--- src/rtl/memory_pkg.sv ---
// Shared definitions for the Memory Matrix round controller.
package memory_pkg;

  localparam int BOARD_W           = 8;
  localparam int SHOW_CYCLES_DEF   = 50_000_000;
  localparam int SETTLE_CYCLES_DEF = 4;
  localparam int MAX_LIVES_DEF     = 3;

  // Controller states, 3-bit encoding.
  typedef enum logic [2:0] {
    ST_IDLE       = 3'd0,
    ST_REGEN      = 3'd1,
    ST_SETTLE     = 3'd2,
    ST_SHOW       = 3'd3,
    ST_WAIT_GUESS = 3'd4,
    ST_CHECK      = 3'd5,
    ST_GAMEOVER   = 3'd6
  } state_e;

endpackage

--- src/rtl/memory_round_ctrl_popcount8.sv ---
// Combinational ones count of an 8-bit vector (result 0..8).
module popcount8 (
  input  logic [7:0] bits_i,
  output logic [3:0] count_o
);

  // Sum the individual bits.
  always_comb begin
    count_o = 4'd0;
    for (int i = 0; i < 8; i++) begin
      count_o = count_o + {3'b000, bits_i[i]};
    end
  end

endmodule

--- src/rtl/memory_round_ctrl.sv ---
// Memory Matrix round sequencer: requests a board, shows it, collects the
// player's guess, scores it and tracks lives until the game ends.
module memory_round_ctrl
  import memory_pkg::*;
#(
  parameter int SHOW_CYCLES   = SHOW_CYCLES_DEF,
  parameter int SETTLE_CYCLES = SETTLE_CYCLES_DEF,
  parameter int MAX_LIVES     = MAX_LIVES_DEF,
  parameter int SCORE_W       = 8
) (
  input  logic               clk,
  input  logic               reset,
  input  logic [BOARD_W-1:0] board,
  input  logic               go,
  input  logic [BOARD_W-1:0] guess,
  input  logic               submit,
  output logic               regen,
  output logic [BOARD_W-1:0] display,
  output logic               show_active,
  output logic               await_guess,
  output logic               last_ok,
  output logic [3:0]         mismatches,
  output logic [SCORE_W-1:0] score,
  output logic [2:0]         lives,
  output logic               game_over
);

  localparam logic [31:0] SETTLE_LAST = 32'(SETTLE_CYCLES - 1);
  localparam logic [31:0] SHOW_LAST   = 32'(SHOW_CYCLES - 1);
  localparam logic [2:0]  LIVES_INIT  = 3'(MAX_LIVES);

  state_e             state_q,  state_d;
  logic [31:0]        settle_q, settle_d;
  logic [31:0]        show_q,   show_d;
  logic [BOARD_W-1:0] target_q, target_d;
  logic [BOARD_W-1:0] guess_q,  guess_d;
  logic [SCORE_W-1:0] score_q,  score_d;
  logic [2:0]         lives_q,  lives_d;
  logic               last_ok_q, last_ok_d;
  logic [3:0]         mism_q,   mism_d;
  logic               submit_q;
  logic               submit_edge_s;
  logic [3:0]         diff_cnt_s;

  assign submit_edge_s = submit & ~submit_q;

  popcount8 u_popcount (
    .bits_i  (guess_q ^ target_q),
    .count_o (diff_cnt_s)
  );

  // State and datapath registers with synchronous active-low reset.
  always_ff @(posedge clk) begin
    if (!reset) begin
      state_q   <= ST_IDLE;
      settle_q  <= 32'd0;
      show_q    <= 32'd0;
      target_q  <= '0;
      guess_q   <= '0;
      score_q   <= '0;
      lives_q   <= LIVES_INIT;
      last_ok_q <= 1'b0;
      mism_q    <= 4'd0;
      submit_q  <= 1'b0;
    end else begin
      state_q   <= state_d;
      settle_q  <= settle_d;
      show_q    <= show_d;
      target_q  <= target_d;
      guess_q   <= guess_d;
      score_q   <= score_d;
      lives_q   <= lives_d;
      last_ok_q <= last_ok_d;
      mism_q    <= mism_d;
      submit_q  <= submit;
    end
  end

  // Next-state and datapath update logic.
  always_comb begin
    state_d   = state_q;
    settle_d  = settle_q;
    show_d    = show_q;
    target_d  = target_q;
    guess_d   = guess_q;
    score_d   = score_q;
    lives_d   = lives_q;
    last_ok_d = last_ok_q;
    mism_d    = mism_q;
    case (state_q)
      ST_IDLE, ST_GAMEOVER: begin
        if (go) begin
          state_d = ST_REGEN;
          score_d = '0;
          lives_d = LIVES_INIT;
        end else begin
          state_d = state_q;
        end
      end
      ST_REGEN: begin
        state_d  = ST_SETTLE;
        settle_d = 32'd0;
      end
      ST_SETTLE: begin
        if (settle_q == SETTLE_LAST) begin
          // An all-zero board is unplayable; hold until the generator moves.
          if (board != '0) begin
            target_d = board;
            show_d   = 32'd0;
            state_d  = ST_SHOW;
          end else begin
            state_d  = ST_SETTLE;
          end
        end else begin
          settle_d = settle_q + 32'd1;
        end
      end
      ST_SHOW: begin
        if (show_q == SHOW_LAST) begin
          state_d = ST_WAIT_GUESS;
        end else begin
          show_d = show_q + 32'd1;
        end
      end
      ST_WAIT_GUESS: begin
        if (submit_edge_s) begin
          guess_d = guess;
          state_d = ST_CHECK;
        end else begin
          state_d = ST_WAIT_GUESS;
        end
      end
      ST_CHECK: begin
        mism_d    = diff_cnt_s;
        last_ok_d = (diff_cnt_s == 4'd0);
        if (diff_cnt_s == 4'd0) begin
          if (!(&score_q)) begin
            score_d = score_q + {{(SCORE_W-1){1'b0}}, 1'b1};
          end else begin
            score_d = score_q;
          end
          state_d = ST_REGEN;
        end else begin
          lives_d = lives_q - 3'd1;
          if (lives_q == 3'd1) begin
            state_d = ST_GAMEOVER;
          end else begin
            state_d = ST_REGEN;
          end
        end
      end
      default: begin
        state_d = ST_IDLE;
      end
    endcase
  end

  // Output decode from the registered state.
  always_comb begin
    regen       = 1'b0;
    display     = '0;
    show_active = 1'b0;
    await_guess = 1'b0;
    game_over   = 1'b0;
    case (state_q)
      ST_REGEN: begin
        regen = 1'b1;
      end
      ST_SHOW: begin
        display     = target_q;
        show_active = 1'b1;
      end
      ST_WAIT_GUESS: begin
        display     = guess;
        await_guess = 1'b1;
      end
      ST_GAMEOVER: begin
        display   = target_q;
        game_over = 1'b1;
      end
      default: begin
        display = '0;
      end
    endcase
  end

  assign last_ok    = last_ok_q;
  assign mismatches = mism_q;
  assign score      = score_q;
  assign lives      = lives_q;

endmodule

--- config.mk ---
export PLATFORM = sky130hd
export DESIGN_NAME = memory_round_ctrl
export DESIGN_NICKNAME = d
export VERILOG_FILES = /design/src/rtl/memory_pkg.sv /design/src/rtl/memory_round_ctrl_popcount8.sv /design/src/rtl/memory_round_ctrl.sv
export SDC_FILE = /design/constraint.sdc
export NUM_CORES = 1
export LEC_CHECK = 0
export ABC_CLOCK_PERIOD_IN_PS = 6100
export CORE_MARGIN = 2
export CORE_UTILIZATION = 60
export DETAILED_ROUTE_END_ITERATION = 10
export PLACE_DENSITY = 0.79
export SKIP_LAST_GASP = 1
export SYNTH_ARGS = -nofsm -noshare
export SYNTH_HDL_FRONTEND = slang
export SYNTH_SLANG_ARGS = --single-unit
--- constraint.sdc ---
create_clock -name clk -period 6.1 [get_ports clk]
set_clock_uncertainty 0.1 [all_clocks]
set_input_delay 1.22 -clock clk [delete_from_list [all_inputs] [get_ports clk]]
set_output_delay 1.22 -clock clk [all_outputs]
set_load 0.02 [all_outputs]
### After elaboration in Yosys (flattened, before gate mapping)

Cells that the tools add are included.

* RAM bits: 0
* bits in latches: 0
* memories: 0
* output and inout port bits: 28
* register bits: 100
* memory bits (read-only): 0
* logic and storage cells: 84
* input port bits: 20

* add/subtract/negate cells: 11
* equality and inequality tests: 18
* muxes and demuxes: 26
* shift-type cells: 0
* multiply operators: 0
* reduce and logical (&&, ||, !) cells: 16
* divide/modulo/power cells: 0
* bitwise logic cells: 3
* order comparisons: 0

Operators by type and width (count)
* $mux 32: 4
* $pmux 32 s2: 2
* $add 32x1->32 const B: 2
* $eq 32x2->1 const B: 1
* $eq 32x26->1 const B: 1
* $pmux 8 s2: 2
* $add 4x1->4: 6
* $mux 8: 3
* $mux 3: 7
* $ne 2x2->1 const B: 9
* $pmux 3 s6: 1
* $eq 3x3->1 const B: 3
* $reduce_and 3->1: 3
* $add 8x1->8 const B: 1
* $reduce_and 4->1: 2
* $reduce_and 8->1: 1
* $reduce_bool 8->1: 1
* $xor 8x8->8: 1
* $eq 3x1->1 const B: 2
* $eq 3x2->1 const B: 2
* $mux 1: 6
* $pmux 3 s2: 1
* $reduce_bool 2->1: 3
* $logic_not 4->1: 1
* other kinds (7): 9

### Logic depth before layout (Yosys ltp)

Gate-level depths: netlist (run 1).

* depth in word-level cells: 11
* depth in mapped cells: 15
* mapped depth without buffers: 14

### By module

From an unflattened synthesis (run 1), not the netlist that was laid out.

* cell total of the unflattened synthesis: 690
* area, all modules: 5440.2 um^2

By module, submodules not included
* memory_round_ctrl: times used 1, cells an instance 666, area an instance 5250.0 um^2
* popcount8: times used 1, cells an instance 24, area an instance 190.2 um^2

### Worst setup path after synthesis (run 1)

No wires, ideal clock.

* kind: register to register
* from: reg target_q[0]
* to: reg score_q[7], in the netlist score[7]
* path slack: 2.047 ns
* data arrival time: 3.882 ns
* path buffers: 0
* stages on the path, launching flop included: 15
* data required time: 5.930 ns
* period minus slack after synthesis: 4.053 ns
* cell sequence: dfxtp_1 > xor2_1 > ha_1 > fa_1 > inv_1 > fa_1 > inv_1 > fa_1 > inv_1 > fa_1 > inv_1 > a2111oi_4 > a31oi_2 > or4_1 > a21oi_1

* word-level cells in the longest chain between the ends: 11

RTL lines
* start: declaration: RTL line memory_round_ctrl.sv:35 `logic [BOARD_W-1:0] target_q, target_d;`
* start signal: assignment: RTL line memory_round_ctrl.sv:69 `target_q <= target_d;`
* $xor 8x8->8: RTL line memory_round_ctrl.sv:48 `.bits_i (guess_q ^ target_q),`
* $add 1x1->2: RTL line memory_round_ctrl_popcount8.sv:11 `count_o = count_o + {3'b000, bits_i[i]};`
* $add 4x1->4 (6 in series): RTL line memory_round_ctrl_popcount8.sv:11
* $logic_not 4->1: RTL line memory_round_ctrl.sv:136 `if (diff_cnt_s == 4'd0) begin`
* $ne 2x2->1 (no line)
* $reduce_and 4->1 (no line)
* end signal: assignment: RTL line memory_round_ctrl.sv:71 `score_q <= score_d;`
* end: declaration: RTL line memory_round_ctrl.sv:37 `logic [SCORE_W-1:0] score_q, score_d;`

Every way passes these cells.
A chain may end at the register's enable or synchronous reset.

### Worst setup path after layout (run 1)

Ends and elaborated chain as after synthesis.

==> results.yml, run 1 <==
status:
  status: "finished, final reports clean"
logic_synthesis:
  ys_ff_latch: 100
  ys.flop_type: "dfxtp_1"
  yosysUniqueCellTypes: 58
  ys_async_sr_fraction_pct: 0
  synth_area_um2: 5410
  synth_warnings: 0
  netlist_instances: 634
  synth_nets: 666
  ys_seq_area_share_pct: 37.0
  synth-edff-count: 0
  postSynthAreaPerCell_um2: 8.53
sta:
  setup_viol: 0
  setup-tns-final_ns: 0
  hold_viol: 0
  worstMarginPinSlew_ns: 1.10
  rsz0062_at_grt: "no"
  drv_slew: 0
  timing.final.crit_share_pct: 75.4
  min_period_ns: 4.60
  relSlewSlack_pct: 26.0
  max_freq_mhz: 217
place:
  dpl.hpwl_um: 8390
  globalplace.congestion: 0.878
  place_area_um2: 5830
  place.port_buffers: 47
  dp_cells: 752
floorplan:
  row_count: 34
  core_area_um2: 8720
  die_h_um: 99.0
  start_util_pct: 62.0
  io_pins: 48
  die_area_um2: 9790
  die_x_um: 99.0
clocking:
  clkSinkCount: 100
  clk_latency_ns: 0.36
  numCtsBuffers: 9
  cts_tree: "done"
  hold_buffers: 0
  post_cts_buffers: 0
  clk_path_buf_depth: 2
  cts_htree_levels: 3
  clk_pin_slew_ns: 0.10
  cts-resized-gates: 0
  cts_root_buf: "clkbuf_8"
worst_setup_path:
  critPathRequiredTime_ns: 6.29
  crit_arrival_ns: 4.79
  cp_max_fo: 14
  endpoint_kind: "flip-flop"
  critPathLaunchType: "flip-flop"
  worstReg2RegStart: "target_q[0]$_SDFFE_PN0P_"
  reg2reg_depth: 14
  path_class: "flip-flop to flip-flop"
  r2r_slack_ns: 1.50
  timing.rr.end: "score[7]$_SDFFE_PN0P_"
detailed_routing:
  drt_iter0_drc: 286
  drcViolationCount: 0
  ant_nets: 0
  dr_total_vias: 4809
  firstDrtPassIters: 5
  drt-vias-per-instance: 6.26
  wire_per_inst_um: 16.1
  wirelength_um: 12400
job:
  cap_violations: 0
global_route:
  grt_pass1_vias: 4581
  grt_max_degree: 36
  grt_pass1_wl_um: 21100
  grt_overflow: 0
  antenna_found_initial: 0
  grt_usage_pct: 25.7
hold_path:
  holdCritStartpoint: "last_ok$_SDFFE_PN0P_"
  min_to: "last_ok$_SDFFE_PN0P_"
  hold_depth: 2
  min_path_type: "flip-flop to flip-flop"
cells_and_area:
  drive_gt1_share_pct: 4.39
  layout_commonest_cell: "dfxtp_1"
  diodes: 0
  syn_to_final_growth_pct: 11.8
  final_area_um2: 6050
  fin_cells: 768
  final_nets: 687
  mostFrequentLayoutCells: "dfxtp_1, nor2_1, nand2_1, clkdlybuf4s50_1, a21oi_1"
pwr:
  leakagePower_uw: 0.00208
  p_per_area_nw_per_um2: 201
  irDropWorstVdd_uv: 131
-- per-stage QoR --
stage,util (%),power [uW],worst slack (ns),hold slack (ns)
floorplan,-,736,2.05,0.342
global placement,66.9,758,1.72,0.351
detailed placement,66.9,760,1.55,0.357
CTS,69.4,1220,1.51,0.374
global route,69.4,1250,1.25,0.393
finish,69.4,1220,1.50,0.372
-- synth_stat cells, types with 3 or more instances --
master     number  area share [%]
nor4_1         19             2.2
inv_1          18             1.2
a21oi_1        42             3.9
xor2_1         21             3.4
or4_1          20             2.8
xnor2_1        18             2.9
nor3_1         12             1.1
o2111ai_1       3            0.49
and4_1         10             1.6
nand2_1        52             3.6
nand4_1        23             2.7
buf_6           4            0.83
nor2_1         56             3.9
buf_4           3            0.42
buf_2          10            0.93
and3_1         15             1.7
o31ai_1        19             2.6
or3_1          15             1.7
nand2b_1        3            0.35
a2111o_1        3            0.62
and2_1          7            0.81
fa_1            4             1.5
a211oi_1        5            0.69
ha_1            8             1.9
mux2i_1        32             5.9
nor4b_1         4            0.65
clkbuf_1       20             1.4
dfxtp_1       100              37
nand3_1        32             3.0
o21ai_0        18             1.7
o211ai_1        3            0.42
-- layout make-up --
| class | instances | area (um^2) |
|---|---|---|
| clock buffers | 12 | 145 |
| clock inverters | 4 | 72.6 |
| fillers | 701 | 2670 |
| inverters | 20 | 75.1 |
| multi-input cells | 475 | 3130 |
| flip-flops and latches | 100 | 2000 |
| well taps | 108 | 135 |
| repair buffers | 49 | 485 |
-- cell families (layout without fill, tap and decap cells) --
family          Yosys count  after routing  synth area share [%]
compound gates          110            110                  13.7
xor+xnor                 39             39                  6.31
fa+ha+maj                12             12                  3.33
buf+inv                  59             85                  5.09
flops                   100            100                  37.0
mux                      32             32                  5.92
simple gates            282            282                  28.6
-- how the worst max path moves through the flow --
stage / start / end / cells past startpoint
after CTS: target_q[0]$_SDFFE_PN0P_ / score[5]$_SDFFE_PN0P_ / 14
after floorplan: target_q[0]$_SDFFE_PN0P_ / score[7]$_SDFFE_PN0P_ / 14
after detailed placement: target_q[0]$_SDFFE_PN0P_ / score[5]$_SDFFE_PN0P_ / 14
after global routing: target_q[0]$_SDFFE_PN0P_ / score[7]$_SDFFE_PN0P_ / 14
after global placement: target_q[0]$_SDFFE_PN0P_ / score[5]$_SDFFE_PN0P_ / 14
final: target_q[0]$_SDFFE_PN0P_ / score[7]$_SDFFE_PN0P_ / 14
-- report_power, final --
group          leakage [uW]  switching [uW]  internal [uW]
Sequential         0.000806            10.2            656
Clock              0.000107             227            242
Combinational       0.00117            48.2           31.6
-- critical path: stages, from the launching register on --
cell       delay [ns]
dfxtp_1          0.42
xor2_1           0.23
ha_1             0.29
fa_1             0.54
inv_1            0.06
fa_1             0.46
inv_1            0.09
fa_1             0.20
inv_1            0.06
fa_1             0.50
inv_1            0.07
a2111oi_4        0.48
a31oi_2          0.35
or4_1            0.55
a21oi_1          0.14
-- sequential cells by signal (all words and copies together) (netlist names) --
register / cells
guess_q: 8
last_ok: 1
lives: 3
mismatches: 4
score: 8
settle_q: 32
show_q: 32
state_q: 3
submit_q: 1
target_q: 8
-- layer usage --
metal  routed length (um)  GRT usage (%)  up-vias
met5                    0              0        -
met4                  162           9.06        0
met3                  539           4.11       17
met2                 5990           43.1      115
met1                 5710           33.7     2311
li1                     -              -     2366
Note: power is estimated with default switching activity, not from simulation.
==> run 2, diff against run 1 <==
Settings changed: ABC_CLOCK_PERIOD_IN_PS 6100 to 4540, CORE_UTILIZATION 60 to 58, PLACE_DENSITY 0.79 to 0.76.
Clock period 6.1 ns to 4.54 ns, I/O delays scaled along.
==> run 2 against run 1 <==
Effect of this change:
- register-to-register slack got worse by 1.3 ns
- design area increased by 0.56%
- critical path type unchanged
- largest cell class unchanged
- sequential share of layout area decreased by 0.18 points
- critical endpoint is now state_q[0]$_SDFFE_PN0P_
- fmax increased by 6.1%
- final cell count increased by 0.91%
- global-route usage decreased by 0.80 points
- clock power increased by 34%
- hold slack got worse by 0.0042 ns
- worst setup slack got worse by 1.3 ns
- combinational power increased by 45%
- largest power group unchanged
- die area increased by 3.3%
- critical path depth increased by 1
==> results.yml, run 2 (synthesis gave the netlist of run 1 again) <==
clocking:
  cts_root_buf: "clkbuf_8"
  clkSinkCount: 100
  numCtsBuffers: 9
  cts_tree: "done"
  hold_buffers: 0
  clk_pin_slew_ns: 0.09
  clk_latency_ns: 0.37
  cts-resized-gates: 0
  post_cts_buffers: 0
  clk_path_buf_depth: 2
  cts_htree_levels: 3
floorplan:
  core_area_um2: 9150
  io_pins: 48
  die_x_um: 101
  die_h_um: 101
  row_count: 35
  start_util_pct: 59.1
  die_area_um2: 10100
cells_and_area:
  fillCellCount: 762
  multiInputGateArea_um2: 3130
  syn_to_final_growth_pct: 12.4
  layout_commonest_cell: "dfxtp_1"
  regArea_um2: 2000
  largest_registers: "settle_q (32), show_q (32)"
  diodes: 0
  mostFrequentLayoutCells: "dfxtp_1, nor2_1, nand2_1, clkdlybuf4s50_1, a21oi_1"
  drive_gt1_share_pct: 4.97
  final_nets: 691
global_route:
  grt_pass1_vias: 4434
  antenna_found_initial: 0
  grt_pass1_wl_um: 20700
  grt_usage_pct: 24.9
  grt_max_degree: 36
  grt_overflow: 0
worst_setup_path:
  critPathLaunchType: "flip-flop"
  cp_max_fo: 5
  crit_start: "target_q[1]$_SDFFE_PN0P_"
  path_class: "flip-flop to flip-flop"
  endpoint_kind: "flip-flop"
  worstReg2RegStart: "target_q[1]$_SDFFE_PN0P_"
  crit_arrival_ns: 4.48
  critPathRequiredTime_ns: 4.68
  r2r_slack_ns: 0.20
sta:
  worstMarginPinSlew_ns: 1.19
  max_freq_mhz: 231
  min_period_ns: 4.34
  relSlewSlack_pct: 20.1
  timing.final.crit_share_pct: 95.5
  setup_viol: 0
  rsz0062_at_grt: "no"
  timing.final.ws_setup_ns: 0.203
  hold_viol: 0
  drv_slew: 0
  setup-tns-final_ns: 0
place:
  pre_cts_ws_ns: 0.256
  dpl.hpwl_um: 8370
  globalplace.congestion: 0.943
  place.port_buffers: 47
status:
  status: "finished, final reports clean"
pwr:
  irDropWorstVdd_uv: 200
  leakagePower_uw: 0.00210
  p_per_area_nw_per_um2: 269
hold_path:
  min_path_type: "flip-flop to flip-flop"
  holdCritStartpoint: "mismatches[2]$_SDFFE_PN0P_"
detailed_routing:
  ant_nets: 0
  drt-vias-per-instance: 6.27
  wirelength_um: 12400
  dr_total_vias: 4859
  wire_per_inst_um: 16.0
  drt_iter0_drc: 291
  firstDrtPassIters: 4
  drcViolationCount: 0
job:
  cap_violations: 0
[run 2: stage by stage]
stage / instance area (um^2) / hold WS, ns / total power [uW] / util [%] / cells
6_report: 6080 / 0.368 / 1630 / 66.5 / 775
3_5_place_dp: 5860 / 0.349 / 1020 / 64.1 / 759
4_1_cts: 6080 / 0.366 / 1640 / 66.5 / 775
3_3_place_gp: 5860 / 0.347 / 1020 / 64.1 / 759
5_1_grt: 6080 / 0.384 / 1690 / 66.5 / 775
2_1_floorplan: 5410 / 0.342 / 989 / - / 634
[run 2: power by group]
part           internal, uW  switching [uW]  total, uW
Combinational          44.5            71.8        116
Sequential              882            7.60        889
Clock                   325             304        629
[run 2: final cells by class]
cell class,instances,area share (%)
Timing Repair Buffer,53,8.48
Clock buffer,12,2.39
Multi-Input combinational cell,475,51.5
Sequential cell,100,32.9
Clock inverter,4,1.19
Tap cell,111,2.28
Inverter,20,1.23
[run 2: final timing paths]
path	endpoint	cells past startpoint
worst max-delay path	state_q[0]$_SDFFE_PN0P_	15
worst min-delay path	mismatches[2]$_SDFFE_PN0P_	2
worst max register to register	state_q[0]$_SDFFE_PN0P_	15
worst min register to register	mismatches[2]$_SDFFE_PN0P_	2
[run 2: per-layer routing]
layer | wire length (um) | global-route usage (%) | vias up
met4 | 210 | 6.74 | 0
met3 | 478 | 5.69 | 20
met1 | 5840 | 32.8 | 2353
met5 | 0 | 0 | -
met2 | 5860 | 41.2 | 105
li1 | - | - | 2381
[run 2: worst max-delay path, cell delays in order (launching register included)]
cell	delay [ns]
dfxtp_1	0.40
xor2_1	0.17
ha_1	0.27
fa_1	0.54
inv_1	0.05
fa_1	0.46
inv_1	0.09
fa_1	0.20
inv_1	0.06
fa_1	0.50
inv_1	0.07
a2111oi_4	0.39
buf_4	0.20
nor3b_1	0.07
o221a_1	0.23
a2111oi_1	0.39
==> run 3, diff against run 2 <==
Settings changed: SLEW_MARGIN from default to 20.
==> run 3 against run 2 <==
Effect of this change:
- power fell by 0.22%
- sequential cell count did not move
- core utilization rose by 0.12 points
- via count barely moved
- critical endpoint unchanged
==> results.yml, run 3 (synthesis gave the netlist of run 1 again) <==
status:
  status: "finished, final reports clean"
floorplan:
  start_util_pct: 59.1
  row_count: 35
  core_area_um2: 9150
  die_x_um: 101
  io_pins: 48
  die_area_um2: 10100
  die_h_um: 101
sta:
  timing.final.crit_share_pct: 95.8
  whs_ns: 0.368
  max_freq_mhz: 230
  setup_viol: 0
  min_period_ns: 4.35
  drv_slew: 0
  hold_viol: 0
  relSlewSlack_pct: 30.4
  setup-tns-final_ns: 0
  worstMarginPinSlew_ns: 1.04
  rsz0062_at_grt: "no"
detailed_routing:
  dr_total_vias: 4856
  drt-vias-per-instance: 6.26
  wirelength_um: 12300
  firstDrtPassIters: 5
  wire_per_inst_um: 15.9
  ant_nets: 0
  drt_iter0_drc: 281
  drcViolationCount: 0
worst_setup_path:
  cpPeakStageDelay_ns: 0.54
  cp_max_fo: 5
  crit_arrival_ns: 4.47
  path_class: "flip-flop to flip-flop"
  critPathRequiredTime_ns: 4.66
  path_cells: "xor2_1, ha_1, fa_1, inv_1, fa_1, inv_1, fa_1, inv_1, fa_1, inv_1, a2111oi_4, buf_4, nor3b_1, o221a_1, a2111oi_1"
  endpoint_kind: "flip-flop"
  critPathLaunchType: "flip-flop"
  critPathSlowestCell: "fa_1"
place:
  globalplace.congestion: 0.943
  dpl.hpwl_um: 8370
  place.port_buffers: 47
  place_area_um2: 5860
pwr:
  pwr-share-seq_pct: 54.5
  internal_power_uw: 1250
  power.switching_uw: 379
  leakagePower_uw: 0.00210
  pwr-share-comb_pct: 7.1
  switching_share_pct: 23.3
  clkPwrFrac_pct: 38.3
  p_per_area_nw_per_um2: 268
  irDropWorstVdd_uv: 200
clocking:
  cts_root_buf: "clkbuf_8"
  clk_pin_slew_ns: 0.09
  post_cts_buffers: 0
  cts_tree: "done"
  cts-resized-gates: 0
  numCtsBuffers: 9
  clk_latency_ns: 0.37
  hold_buffers: 0
  clk_path_buf_depth: 2
  cts_htree_levels: 3
  clkSinkCount: 100
cells_and_area:
  final_nets: 692
  largest_registers: "settle_q (32), show_q (32)"
  fillCellCount: 760
  final_area_um2: 6090
  syn_to_final_growth_pct: 12.6
  layout_commonest_cell: "dfxtp_1"
  diodes: 0
  drive_gt1_share_pct: 5.11
  mostFrequentLayoutCells: "dfxtp_1, nor2_1, nand2_1, clkdlybuf4s50_1, a21oi_1"
global_route:
  grt_pass1_vias: 4434
  grt_max_degree: 36
  grt_usage_pct: 24.9
  grt_overflow: 0
  grt_pass1_wl_um: 20700
  antenna_found_initial: 0
hold_path:
  min_path_type: "flip-flop to flip-flop"
job:
  cap_violations: 0
-- run 3: final timing paths --
check,end,cells after the start,start,slack [ns]
worst max-delay path,state_q[0]$_SDFFE_PN0P_,15,target_q[1]$_SDFFE_PN0P_,0.19
worst min-delay path,mismatches[2]$_SDFFE_PN0P_,2,mismatches[2]$_SDFFE_PN0P_,0.37
worst max register to register,state_q[0]$_SDFFE_PN0P_,15,target_q[1]$_SDFFE_PN0P_,0.19
worst min register to register,mismatches[2]$_SDFFE_PN0P_,2,mismatches[2]$_SDFFE_PN0P_,0.37
-- run 3: cell type report --
type	count	area, um^2	area share (%)
tap	111	139	2.28
clock inverter	4	72.6	1.19
multi-input combinational	475	3130	51.4
clock buffer	12	145	2.38
timing repair buffer	54	527	8.64
inverter	20	75.1	1.23
sequential	100	2000	32.9
-- run 3: worst max-delay path: cells and delay by family, from the launching register on --
kind	cells	cell delay, ns
simple gates	1	0.07
fa+ha+maj	5	1.97
flops	1	0.40
compound gates	3	1.01
xor+xnor	1	0.17
buf+inv	5	0.47
-- run 3: stage by stage --
stage / cells / setup slack (ns) / util, % / total power (uW)
after floorplan: 634 / 0.487 / - / 989
after global placement: 759 / 0.401 / 64.1 / 1020
after detailed placement: 759 / 0.256 / 64.1 / 1020
after CTS: 775 / 0.218 / 66.5 / 1640
after global routing: 776 / 0.0161 / 66.6 / 1690
final: 776 / 0.191 / 66.6 / 1630
-- run 3: layer usage --
layer,up-vias,part of all wire [%],global-route usage (%)
met5,-,0,0
met2,117,47,41.2
met1,2332,47,32.8
met4,0,1.7,6.74
met3,20,4.4,5.69
li1,2387,-,-
-- run 3: power groups by stage --
stage / Sequential [uW] / Clock (uW) / Combinational [uW]
CTS: 889 / 639 / 115
global route: 891 / 677 / 126
global placement: 909 / 0 / 112
floorplan: 908 / 0 / 81.5
detailed placement: 909 / 0 / 115
finish: 889 / 625 / 116
